### src/rtl/udc_pkg.sv
// Shared constants and sizing helper for the parameterised up/down counter.
package udc_pkg;

    localparam logic DIR_UP    = 1'b1;
    localparam logic DIR_DOWN  = 1'b0;
    localparam logic MODE_WRAP = 1'b0;
    localparam logic MODE_SAT  = 1'b1;

    // Bits needed to hold 0..n-1, never less than one so a PRESCALE of 1 still gets a register.
    function automatic int clog2(input int unsigned n);
        int r;
        r = 0;
        while ((64'd1 << r) < 64'(n)) begin
            r = r + 1;
        end
        return (r < 1) ? 1 : r;
    endfunction

endpackage

### src/rtl/udc_prescale.sv
// Enable prescaler: emits one tick every PRESCALE enabled cycles; clr restarts the count.
module udc_prescale
    import udc_pkg::*;
#(
    parameter int unsigned PRESCALE = 1
) (
    input  logic clk,
    input  logic rst,
    input  logic en,
    input  logic clr,
    output logic tick
);

    localparam int PW = clog2(PRESCALE);
    localparam logic [PW-1:0] LAST = PW'(PRESCALE - 1);

    logic [PW-1:0] pcnt = '0;

    assign tick = en && (pcnt == LAST);

    always_ff @(posedge clk) begin
        if (rst || clr) begin
            pcnt <= '0;
        end else if (en) begin
            pcnt <= tick ? '0 : pcnt + 1'b1;
        end
    end

endmodule

### src/rtl/udc_param.sv
// Parameterised up/down counter with prescaler, saturate/wrap end-of-range mode and parallel load.
module udc_param
    import udc_pkg::*;
#(
    parameter int unsigned     WIDTH     = 4,
    parameter longint unsigned MAX_VAL   = (64'd1 << WIDTH) - 1,
    parameter longint unsigned RESET_VAL = MAX_VAL,
    parameter int unsigned     PRESCALE  = 1
) (
    input  logic             udc_clk,
    input  logic             udc_rst,
    input  logic             udc_en,
    input  logic             udc_dir,
    input  logic             udc_sat,
    input  logic             udc_load,
    input  logic [WIDTH-1:0] udc_d,
    output logic [WIDTH-1:0] udc_q,
    output logic             udc_tc,
    output logic             udc_wrap
);

    localparam logic [WIDTH-1:0] MAX_Q   = WIDTH'(MAX_VAL);
    localparam logic [WIDTH-1:0] RESET_Q = WIDTH'(RESET_VAL);

    logic             tick;
    logic             at_end;
    logic [WIDTH-1:0] q_nxt;
    logic             wrap_nxt;
    logic [WIDTH-1:0] q_reg    = RESET_Q;
    logic             wrap_reg = 1'b0;

    udc_prescale #(
        .PRESCALE(PRESCALE)
    ) u_prescale (
        .clk (udc_clk),
        .rst (udc_rst),
        .en  (udc_en),
        .clr (udc_load),
        .tick(tick)
    );

    assign at_end = (udc_dir == DIR_UP) ? (q_reg == MAX_Q) : (q_reg == '0);

    always_comb begin
        q_nxt    = q_reg;
        wrap_nxt = 1'b0;
        if (udc_load) begin
            q_nxt = (udc_d > MAX_Q) ? MAX_Q : udc_d;
        end else if (tick) begin
            if (!at_end) begin
                q_nxt = (udc_dir == DIR_UP) ? q_reg + 1'b1 : q_reg - 1'b1;
            end else if (udc_sat != MODE_SAT) begin
                q_nxt    = (udc_dir == DIR_UP) ? '0 : MAX_Q;
                wrap_nxt = 1'b1;
            end
        end
    end

    always_ff @(posedge udc_clk) begin
        if (udc_rst) begin
            q_reg    <= RESET_Q;
            wrap_reg <= 1'b0;
        end else begin
            q_reg    <= q_nxt;
            wrap_reg <= wrap_nxt;
        end
    end

    assign udc_q    = q_reg;
    assign udc_wrap = wrap_reg;
    assign udc_tc   = at_end;

endmodule
### config.mk
export PLATFORM = sky130hd
export DESIGN_NAME = udc_param
export DESIGN_NICKNAME = d
export VERILOG_FILES = /design/src/rtl/udc_pkg.sv /design/src/rtl/udc_prescale.sv /design/src/rtl/udc_param.sv
export SDC_FILE = /design/constraint.sdc
export NUM_CORES = 1
export LEC_CHECK = 0
export ABC_AREA = 1
export CAP_MARGIN = 20
export CORE_AREA = 2 2 39 41
export CTS_CLUSTER_DIAMETER = 40
export DETAILED_ROUTE_END_ITERATION = 6
export DIE_AREA = 0 0 41 43
export PLACE_DENSITY = 0.66
export SLEW_MARGIN = 15
export SYNTH_ARGS = -nofsm -noshare
export SYNTH_HDL_FRONTEND = slang
export SYNTH_SLANG_ARGS = --single-unit
### constraint.sdc
create_clock -name udc_clk -period 1.9 [get_ports udc_clk]
set_clock_uncertainty 0.1 [all_clocks]
set_input_delay 0.38 -clock udc_clk [delete_from_list [all_inputs] [get_ports udc_clk]]
set_output_delay 0.38 -clock udc_clk [all_outputs]
set_load 0.005 [all_outputs]
**Word-level counts from Yosys, hierarchy flattened**

Index checks and enable logic that the tools add are counted.

- Flip-flop bits (word level): 6
- Output and inout port bits: 6
- Word-level logic and storage cells: 28
- Input bits: 10

- Magnitude comparators: 1
- Bitwise logic cells: 3
- Add/subtract/negate cells: 3
- Reduce and logical (&&, ||, !) cells: 6
- Eq/ne operators: 2
- Multiplexer cells: 10

Operator list:

| operator | count |
|---|---|
| 4-bit two-way mux | 7 |
| 4-bit by 1-bit adder with 4-bit output (second input constant) | 1 |
| 4-bit equality test (second input constant) | 1 |
| 4-bit > comparator (second input constant) | 1 |
| 4-bit zero test | 1 |
| 4-bit OR reduction | 1 |
| 4-bit by 1-bit subtractor with 4-bit output (second input constant) | 1 |
| 1-bit two-way mux | 3 |
| 3-bit inequality test (second input constant) | 1 |
| 1-bit inverter | 3 |
| 2-bit AND reduction | 1 |
| 2-bit nonzero test | 1 |
| 1-bit adder (second input constant) | 1 |
| 1-bit logical AND | 1 |
| 1-bit logical OR | 1 |

**Longest topological paths before layout**

Gate-level depths: netlist (run 1).

- Depth in word-level cells: 5
- Gate-level depth with buffers: 11
- Gate-level depth less buffers: 11

**Hierarchy**

A second synthesis (run 1) with hierarchy kept.

- Cells, all modules: 81
- Area, all modules: 469.2 um^2

Modules (own cells, without submodules):

| module | area each (um^2) | times used | seq. area each (um^2) | cells an instance |
|---|---|---|---|---|
| udc_param | 422.9 | 1 | 100.1 | 73 |
| udc_prescale | 46.3 | 1 | 20.0 | 8 |

**Worst setup path before layout (run 1)**

Ideal clock, no wire load.

- Path kind: input to register
- From: input udc_dir
- To: register q_reg[3] (netlist: udc_q[3])
- Stages on the path: 9
- Arrival: 1298 ps
- Buffers on the path: 0
- Required time: 1688 ps
- Setup slack: 390 ps
- Cells stage by stage: inv_1 -> ha_1 -> or2_1 -> nand3_1 -> nand2_1 -> nand2_2 -> nand2_1 -> nand2_1 -> nand2_1

- Word-level cells in the longest chain between the ends: 5
- Elaborated cells on any way between the ends: 9
- Those cells by class: eq/ne (1); mux (7); reduce/logical (1)

Ends and longest elaborated chain:

| element | RTL line | RTL |
|---|---|---|
| start: declaration | udc_param.sv:13 | `input logic udc_dir,` |
| 4-bit two-way mux | udc_param.sv:53 | `q_nxt = (udc_dir == DIR_UP) ? '0 : MAX_Q;` |
| 4-bit two-way mux | udc_param.sv:52 | `end else if (udc_sat != MODE_SAT) begin` |
| 4-bit two-way mux | udc_param.sv:50 | `if (!at_end) begin` |
| 4-bit two-way mux | udc_param.sv:49 | `end else if (tick) begin` |
| 4-bit two-way mux | udc_param.sv:47 | `if (udc_load) begin` |
| end signal: assignment | udc_param.sv:64 | `q_reg <= q_nxt;` |
| end: declaration | udc_param.sv:29 | `logic [WIDTH-1:0] q_reg = RESET_Q;` |

Several ways; a longest one is shown, not always the timed one. The select of a mux whose other input is x is not followed.
A chain may end at the register's enable or synchronous reset.

**Final worst setup path (run 1)**

- From: register q_reg[1] (netlist: udc_q[1])
- To: output udc_q[1]

RTL lines:

| element | RTL line | RTL |
|---|---|---|
| end: declaration | udc_param.sv:17 | `output logic [WIDTH-1:0] udc_q,` |

No word-level cell between the ends.

==> results of run 1 <==
[registers in the layout, indices dropped and copies added, names as in the netlist]
signal	cells
u_prescale.pcnt	1
udc_q	4
udc_wrap	1
[worst max-delay path: stages, from the launching register on]
cell and delay (ns):
dfxtp_1 0.37, buf_4 0.15, clkdlybuf4s50_1 0.49
[what timing repair did]
item	CTS	global route
setup endpoints to repair	1	0
setup buffers	0	0
hold buffers	0	0
gates resized for setup	4	0
[layout by cell type (no fill, tap or decap), drive strengths merged]
cell           netlist  routed
a21oi                1       1
buf                  0       6
clkbuf               0       3
clkdlybuf4s50        0      13
dfxtp                6       6
dlygate4sd2          0       2
fa                   1       1
ha                   2       2
inv                 15      15
nand2               27      27
nand3               12      12
nor2                 7       7
nor4                 1       1
o21ai                2       2
or2                  3       3
xnor2                1       1
[cell usage after synthesis (all sizes together)]
cell / count / area [sq um]
nor4: 1 / 12.51
or2: 3 / 18.77
a21oi: 1 / 5.000
ha: 2 / 25.02
dfxtp: 6 / 120.1
nor2: 7 / 41.29
inv: 15 / 56.30
nand3: 12 / 87.59
o21ai: 2 / 10.00
xnor2: 1 / 8.760
nand2: 27 / 121.4
fa: 1 / 20.02
[power breakdown]
| part | switching, mW | internal [mW] |
|---|---|---|
| Clock | 0.0452 | 0.0714 |
| Combinational | 0.0967 | 0.104 |
| Sequential | 0.0132 | 0.138 |
| Total | 0.155 | 0.313 |
[cell type report]
cell class | count | area (sq um)
Timing Repair Buffer | 21 | 192.7
Multi-Input combinational cell | 57 | 350.3
Fill cell | 151 | 619.3
Inverter | 15 | 56.30
Clock buffer | 3 | 22.52
Tap cell | 16 | 20.02
Sequential cell | 6 | 122.6
[logic make-up (layout without fill, tap and decap cells)]
| kind of cell | after synthesis | in the layout |
|---|---|---|
| AND/OR/NAND/NOR | 50 | 50 |
| buffers and inverters | 15 | 39 |
| adder cells (fa/ha/maj) | 3 | 3 |
| AO/OA/AOI/OAI | 3 | 3 |
| flip-flops | 6 | 6 |
| XOR/XNOR | 1 | 1 |
[worst max path at each step]
stage	from	to	slack, ns	depth (start not counted)
6_report	udc_q[1]$_SDFFE_PP1P_	udc_q[1]	0.17	2
5_1_grt	udc_q[1]$_SDFFE_PP1P_	udc_q[1]	0.11	2
4_1_cts	udc_q[1]$_SDFFE_PP1P_	udc_q[1]	0.15	2
3_5_place_dp	udc_dir	udc_tc	-0.25	6
3_3_place_gp	udc_dir	udc_tc	-0.23	6
2_1_floorplan	udc_dir	udc_q[3]$_SDFFE_PP1P_	0.39	9
[per-layer routing]
metal	vias to the layer above	share of wire, %	track usage (%)
met1	217	43	16.18
met5	-	0	0
li1	290	-	-
met3	4	5.0	4.188
met2	16	50	25.00
met4	0	1.9	8.667
[stage by stage]
step / setup slack, ns / area, sq um / utilization (%) / TNS, ns / std cells
5_1_grt: 0.1088 / 764.5 / 55.24 / 0 / 118
3_3_place_gp: -0.2340 / 742.0 / 53.62 / -0.7006 / 115
6_report: 0.1664 / 764.5 / 55.24 / 0 / 118
2_1_floorplan: 0.3897 / 526.8 / - / 0 / 78
3_5_place_dp: -0.2468 / 742.0 / 53.62 / -0.7401 / 115
4_1_cts: 0.1546 / 764.5 / 55.24 / 0 / 118
==> summary.md, run 1 <==
| Metric | Value |
|---|---|
| Pwr/cell area | `612.8 nW/um^2` |
| Total chip power | `0.4684 mW` |
| CTS HTree Levels | `1` |
| Reg-to-Reg Start | `udc_q[0]$_SDFFE_PP1P_` |
| Layout cells sized above 1 | `31.37%` |
| Overflow left after global routing | `0` |
| Die Area | `1763 sq um` |
| Slew margin rel. | `88.68%` |
| WL/cell | `9.415 um` |
| Number of global-route vias before repair | `481` |
| TritonCTS clock tree | `built` |
| R2R setup slack | `0.46 ns` |
| Via density | `4.466` |
| CP Class | `reg2out` |
| Complex-gate fraction of the synthesized area | `2.850%` |
| Status | `finished clean` |
| Initial Util | `38.07%` |
| HP Start | `u_prescale.pcnt$_SDFFE_PP0P_` |
| Synthesized instance count | `78` |
| Clk root buf | `clkbuf_4` |
| Global-route wire length before repair | `1807 um` |
| Hold_ws | `0.4014 ns` |
| Kind of end point of the critical path | `output port` |
| Worst IR Drop VDD | `0.3745 mV` |
| Reg2Reg Depth | `6` |
| 1st-pass router iterations | `3` |
| GRT Overall Usage | `15.19%` |
| Post-synthesis mux area share | `0%` |
| Fin crit share | `91.24%` |
| Core box area | `1384 sq um` |
| Synth Register Bits | `6` |
| Simple-gate share of the synthesized area | `53.44%` |
| Worst-Skew Late Latency | `0.24 ns` |
| Max-Cap Viols | `0` |
| Mapped cell area | `526.8 sq um` |
| Port Buffers | `15` |
| Chip height | `43 um` |
| Worst EP arrival | `1.25 ns` |
| Drt drc | `0` |
| Largest fanout on the critical path | `4` |
| Worst Hold Class | `reg2reg` |
| Vias | `527` |
| Detail Route Antenna Nets | `0` |
| Final setup violation count | `0` |
| Critical Path RT | `1.42 ns` |
| Mean post-synth cell area | `6.753 sq um` |
| Clock tree sinks | `6` |
| Netlist cell types | `20` |
| Area grow syn2layout | `45.13%` |
| Rows | `14` |
| Final nets | `117` |
| Die span in x | `41 um` |
| Initial antenna violation count | `0` |
| Largest family of logic cells by synthesized area | `simple AND/OR/NAND/NOR gates` |
| Hold Path Depth | `2` |
| IO Count | `16` |
| Routability Congestion | `0.8402` |
| CTS buffer count | `3` |
| XOR/XNOR Fraction of Synth Area | `1.663%` |
| Yosys warns | `0` |
| Synth Net Count | `91` |
| Seq/Total Area, Yosys | `22.80%` |
| DP Wirelength | `939 um` |
| Unrepaired setup endpoints after global routing | `false` |
| Post-Synth Adder-Cell Area | `8.551%` |
| Largest net degree at the start of global routing | `7` |
| DRT Wirelength | `1111 um` |
| ANT cells | `0` |
| Final Max Slew Viols | `0` |
| Tmin final | `1.734 ns` |
| Worst slew pin tran | `0.1683 ns` |
| Clk buf depth | `2` |
| 1st-iter DRT viols | `8` |
| Reg clk slew, reported paths | `0.04 ns` |
| Critical path launch point type | `register` |
| Fmax | `576.8 MHz` |
| Fin. Hold Viols | `0` |
| Hold EP | `u_prescale.pcnt$_SDFFE_PP0P_` |
| Worst reg2reg path endpoint | `udc_q[2]$_SDFFE_PP1P_` |
| Lkg Pwr | `0.4042 nW` |
Power figures use the tool's default switching activity.
==> run 2, diff against run 1 <==
--- a/config.mk
+++ b/config.mk
@@ -12,6 +12,7 @@
 export DETAILED_ROUTE_END_ITERATION = 6
 export DIE_AREA = 0 0 41 43
 export PLACE_DENSITY = 0.66
+export REMOVE_ABC_BUFFERS = 1
 export SLEW_MARGIN = 15
 export SYNTH_ARGS = -nofsm -noshare
 export SYNTH_HDL_FRONTEND = slang
==> results of run 2 <==
Final layout, timing and power as in run 1 (identical DEF).
==> run 3, diff against run 2 <==
--- a/config.mk
+++ b/config.mk
@@ -13,7 +13,8 @@
 export DIE_AREA = 0 0 41 43
 export PLACE_DENSITY = 0.66
 export REMOVE_ABC_BUFFERS = 1
-export SLEW_MARGIN = 15
+export SKIP_CTS_REPAIR_TIMING = 1
+export SLEW_MARGIN = 20
 export SYNTH_ARGS = -nofsm -noshare
 export SYNTH_HDL_FRONTEND = slang
 export SYNTH_SLANG_ARGS = --single-unit
==> run 3 against run 2 <==
Cell count is 1.7% higher. Design area rose by 4.4%. Power grew 2.3%. Sequential cell count unchanged. Sequential power hardly changed. Critical path depth unchanged. Sequential share of layout area increased by 0.10 points. Highest routed layer unchanged. Clock-buffer cell count stayed put. Register-to-register slack got worse by 0.09 ns. Worst setup slack improved by 0.023 ns. Non-clock buffer count rose by 2. Critical path type unchanged.
==> summary.md, run 3 (synthesis gave the netlist of run 1 again) <==
| Metric | Value |
|---|---|
| Final setup violation count | `0 (unchanged)` |
| Cell Int Power | `0.3222 mW (was 0.3134 mW)` |
| Fin. Hold Viols | `0 (unchanged)` |
| Layout cells sized above 1 | `35.58% (was 31.37%)` |
| Sw Ratio | `32.79% (was 33.11%)` |
| NetSw | `0.1572 mW (was 0.1551 mW)` |
| CP Cell Sequence | `buf_4 > clkdlybuf4s50_1 (unchanged)` |
| Clk buf depth | `2 (unchanged)` |
| Kind of end point of the critical path | `output port (unchanged)` |
| Area grow syn2layout | `51.54% (was 45.13%)` |
| Drt drc | `0 (unchanged)` |
| Reg clk slew, reported paths | `0.04 ns (about the same)` |
| Largest fanout on the critical path | `5 (was 4)` |
| Total chip power | `0.4794 mW (was 0.4684 mW)` |
| Clock tree sinks | `6 (unchanged)` |
| Register share of total power | `31.7% (was 32.3%)` |
| Hold_ws | `0.4025 ns (was 0.4014 ns)` |
| DRT Wirelength | `1145 um (was 1111 um)` |
| 1st-pass router iterations | `4 (was 3)` |
| Pwr/cell area | `600.5 nW/um^2 (was 612.8 nW/um^2)` |
| Die span in x | `41 um (unchanged)` |
| Slew margin rel. | `88.68% (about the same)` |
| Setup_tns | `0 ns (unchanged)` |
| Worst-Skew Late Latency | `0.24 ns (about the same)` |
| Fillers | `149 (was 151)` |
| Via density | `4.508 (was 4.466)` |
| Worst Hold Class | `reg2reg (unchanged)` |
| Combinational share of power | `44.2% (was 42.8%)` |
| Port Buffers | `15 (unchanged)` |
| IO Count | `16 (unchanged)` |
| Global-route wire length before repair | `1807 um (unchanged)` |
| CTS buffer count | `3 (unchanged)` |
| Initial Util | `38.07% (unchanged)` |
| Worst IR Drop VDD | `0.3865 mV (was 0.3745 mV)` |
| Max reg flops | `4 (unchanged)` |
| TritonCTS clock tree | `built (unchanged)` |
| Fmax | `584.5 MHz (was 576.8 MHz)` |
| Crit path buffers/inverters | `2 (unchanged)` |
| Met3 GRT Util | `4.188% (unchanged)` |
| CTS HTree Levels | `1 (unchanged)` |
| Unrepaired setup endpoints after global routing | `false (unchanged)` |
| Chip height | `43 um (unchanged)` |
| CP max stage delay | `0.49 ns (about the same)` |
| ANT cells | `0 (unchanged)` |
| DP Wirelength | `939 um (unchanged)` |
| Commonest non-fill, non-tap cells in the layout | `21 x nand2_1, 13 x clkdlybuf4s50_1, 9 x inv_1 (unchanged)` |
| Critical Path RT | `1.42 ns (about the same)` |
| Routability Congestion | `0.8402 (unchanged)` |
| GRT Overall Usage | `15.19% (unchanged)` |
| Rows | `14 (unchanged)` |
| Clock power frac | `24.2% (was 24.9%)` |
| Largest net degree at the start of global routing | `7 (unchanged)` |
| Status | `finished clean (unchanged)` |
| Lkg Pwr | `0.4327 nW (was 0.4042 nW)` |
| Worst EP arrival | `1.23 ns (was 1.25 ns)` |
| Number of global-route vias before repair | `479 (was 481)` |
| Detail Route Antenna Nets | `0 (unchanged)` |
| Initial antenna violation count | `0 (unchanged)` |
| Core box area | `1384 sq um (unchanged)` |
| Tmin final | `1.711 ns (was 1.734 ns)` |
| Final Max Slew Viols | `0 (unchanged)` |
| Commonest non-fill, non-tap cell in the layout | `nand2_1 (unchanged)` |
| Worst slew pin tran | `0.1683 ns (about the same)` |
| WL/cell | `9.542 um (was 9.415 um)` |
| 1st-iter DRT viols | `6 (was 8)` |
| Met2 Use GR | `25.00% (unchanged)` |
| Critical path's slowest cell | `clkdlybuf4s50_1 (unchanged)` |
| Clk root buf | `clkbuf_4 (unchanged)` |
| Die Area | `1763 sq um (unchanged)` |
| CP Class | `reg2out (unchanged)` |
| Largest delay share family, worst path | `buffers and inverters (unchanged)` |
| Max-Cap Viols | `0 (unchanged)` |
| Met1 Usage GRT | `16.18% (unchanged)` |
| Critical path launch point type | `register (unchanged)` |
| Vias | `541 (was 527)` |
| Overflow left after global routing | `0 (unchanged)` |
| Gr busiest metal | `met2 (unchanged)` |
| Fin crit share | `90.04% (was 91.24%)` |
| Final nets | `119 (was 117)` |
## run 3: cell types whose count changed in the layout (fill, tap and decap cells not counted), sizes merged
cell          previous run  this run
buf                      6         8
dlygate4sd2              2         0
dlymetal6s2s             0         2
## run 3: routing by layer
metal | wire length, um | up-vias
li1 | - | 294
met1 | 463 | 225
met2 | 595 | 18
met3 | 59 | 4
met4 | 27 | 0
met5 | 0 | -
## run 3: final timing paths
path         cells past startpoint  slack, ns                            to                    startpoint
max                              2       0.19                      udc_q[0]         udc_q[0]$_SDFFE_PP1P_
min                              2       0.40  u_prescale.pcnt$_SDFFE_PP0P_  u_prescale.pcnt$_SDFFE_PP0P_
max reg2reg                      9       0.37         udc_q[3]$_SDFFE_PP1P_         udc_q[2]$_SDFFE_PP1P_
min reg2reg                      2       0.40  u_prescale.pcnt$_SDFFE_PP0P_  u_prescale.pcnt$_SDFFE_PP0P_
## run 3: worst reg2reg max path, cell delays in order (launching register included)
cell	delay [ns]
dfxtp_4	0.35
buf_4	0.13
ha_1	0.28
or2_1	0.24
nand3_1	0.08
nand2_1	0.06
nand2_2	0.05
nand2_1	0.04
nand2_1	0.05
nand2_1	0.04
## run 3: power groups by stage
stage	clock (mW)	sequential, mW	combinational, mW
6_report	0.116	0.152	0.212
5_1_grt	0.135	0.153	0.240
4_1_cts	0.123	0.150	0.206
3_5_place_dp	0	0.153	0.204
3_3_place_gp	0	0.152	0.201
2_1_floorplan	0	0.155	0.116
## run 3: cell type report
type / instances / area (sq um) / share of cell area [%]
sequential: 6 / 128.9 / 16.14
inverter: 15 / 56.30 / 7.053
clock buffer: 3 / 22.52 / 2.821
timing repair buffer: 23 / 215.2 / 26.96
tap: 16 / 20.02 / 2.508
multi-input combinational: 57 / 355.3 / 44.51
## run 3: metrics by stage
stage                     cell area (sq um)  setup WS [ns]  util [%]  std cells
after global placement                742.0        -0.2340     53.62        115
after floorplan                       526.8         0.3897         -         78
after CTS                             764.5        -0.2533     55.24        118
after detailed placement              742.0        -0.2468     53.62        115
after global routing                  798.3         0.1294     57.69        120
final                                 798.3         0.1892     57.69        120
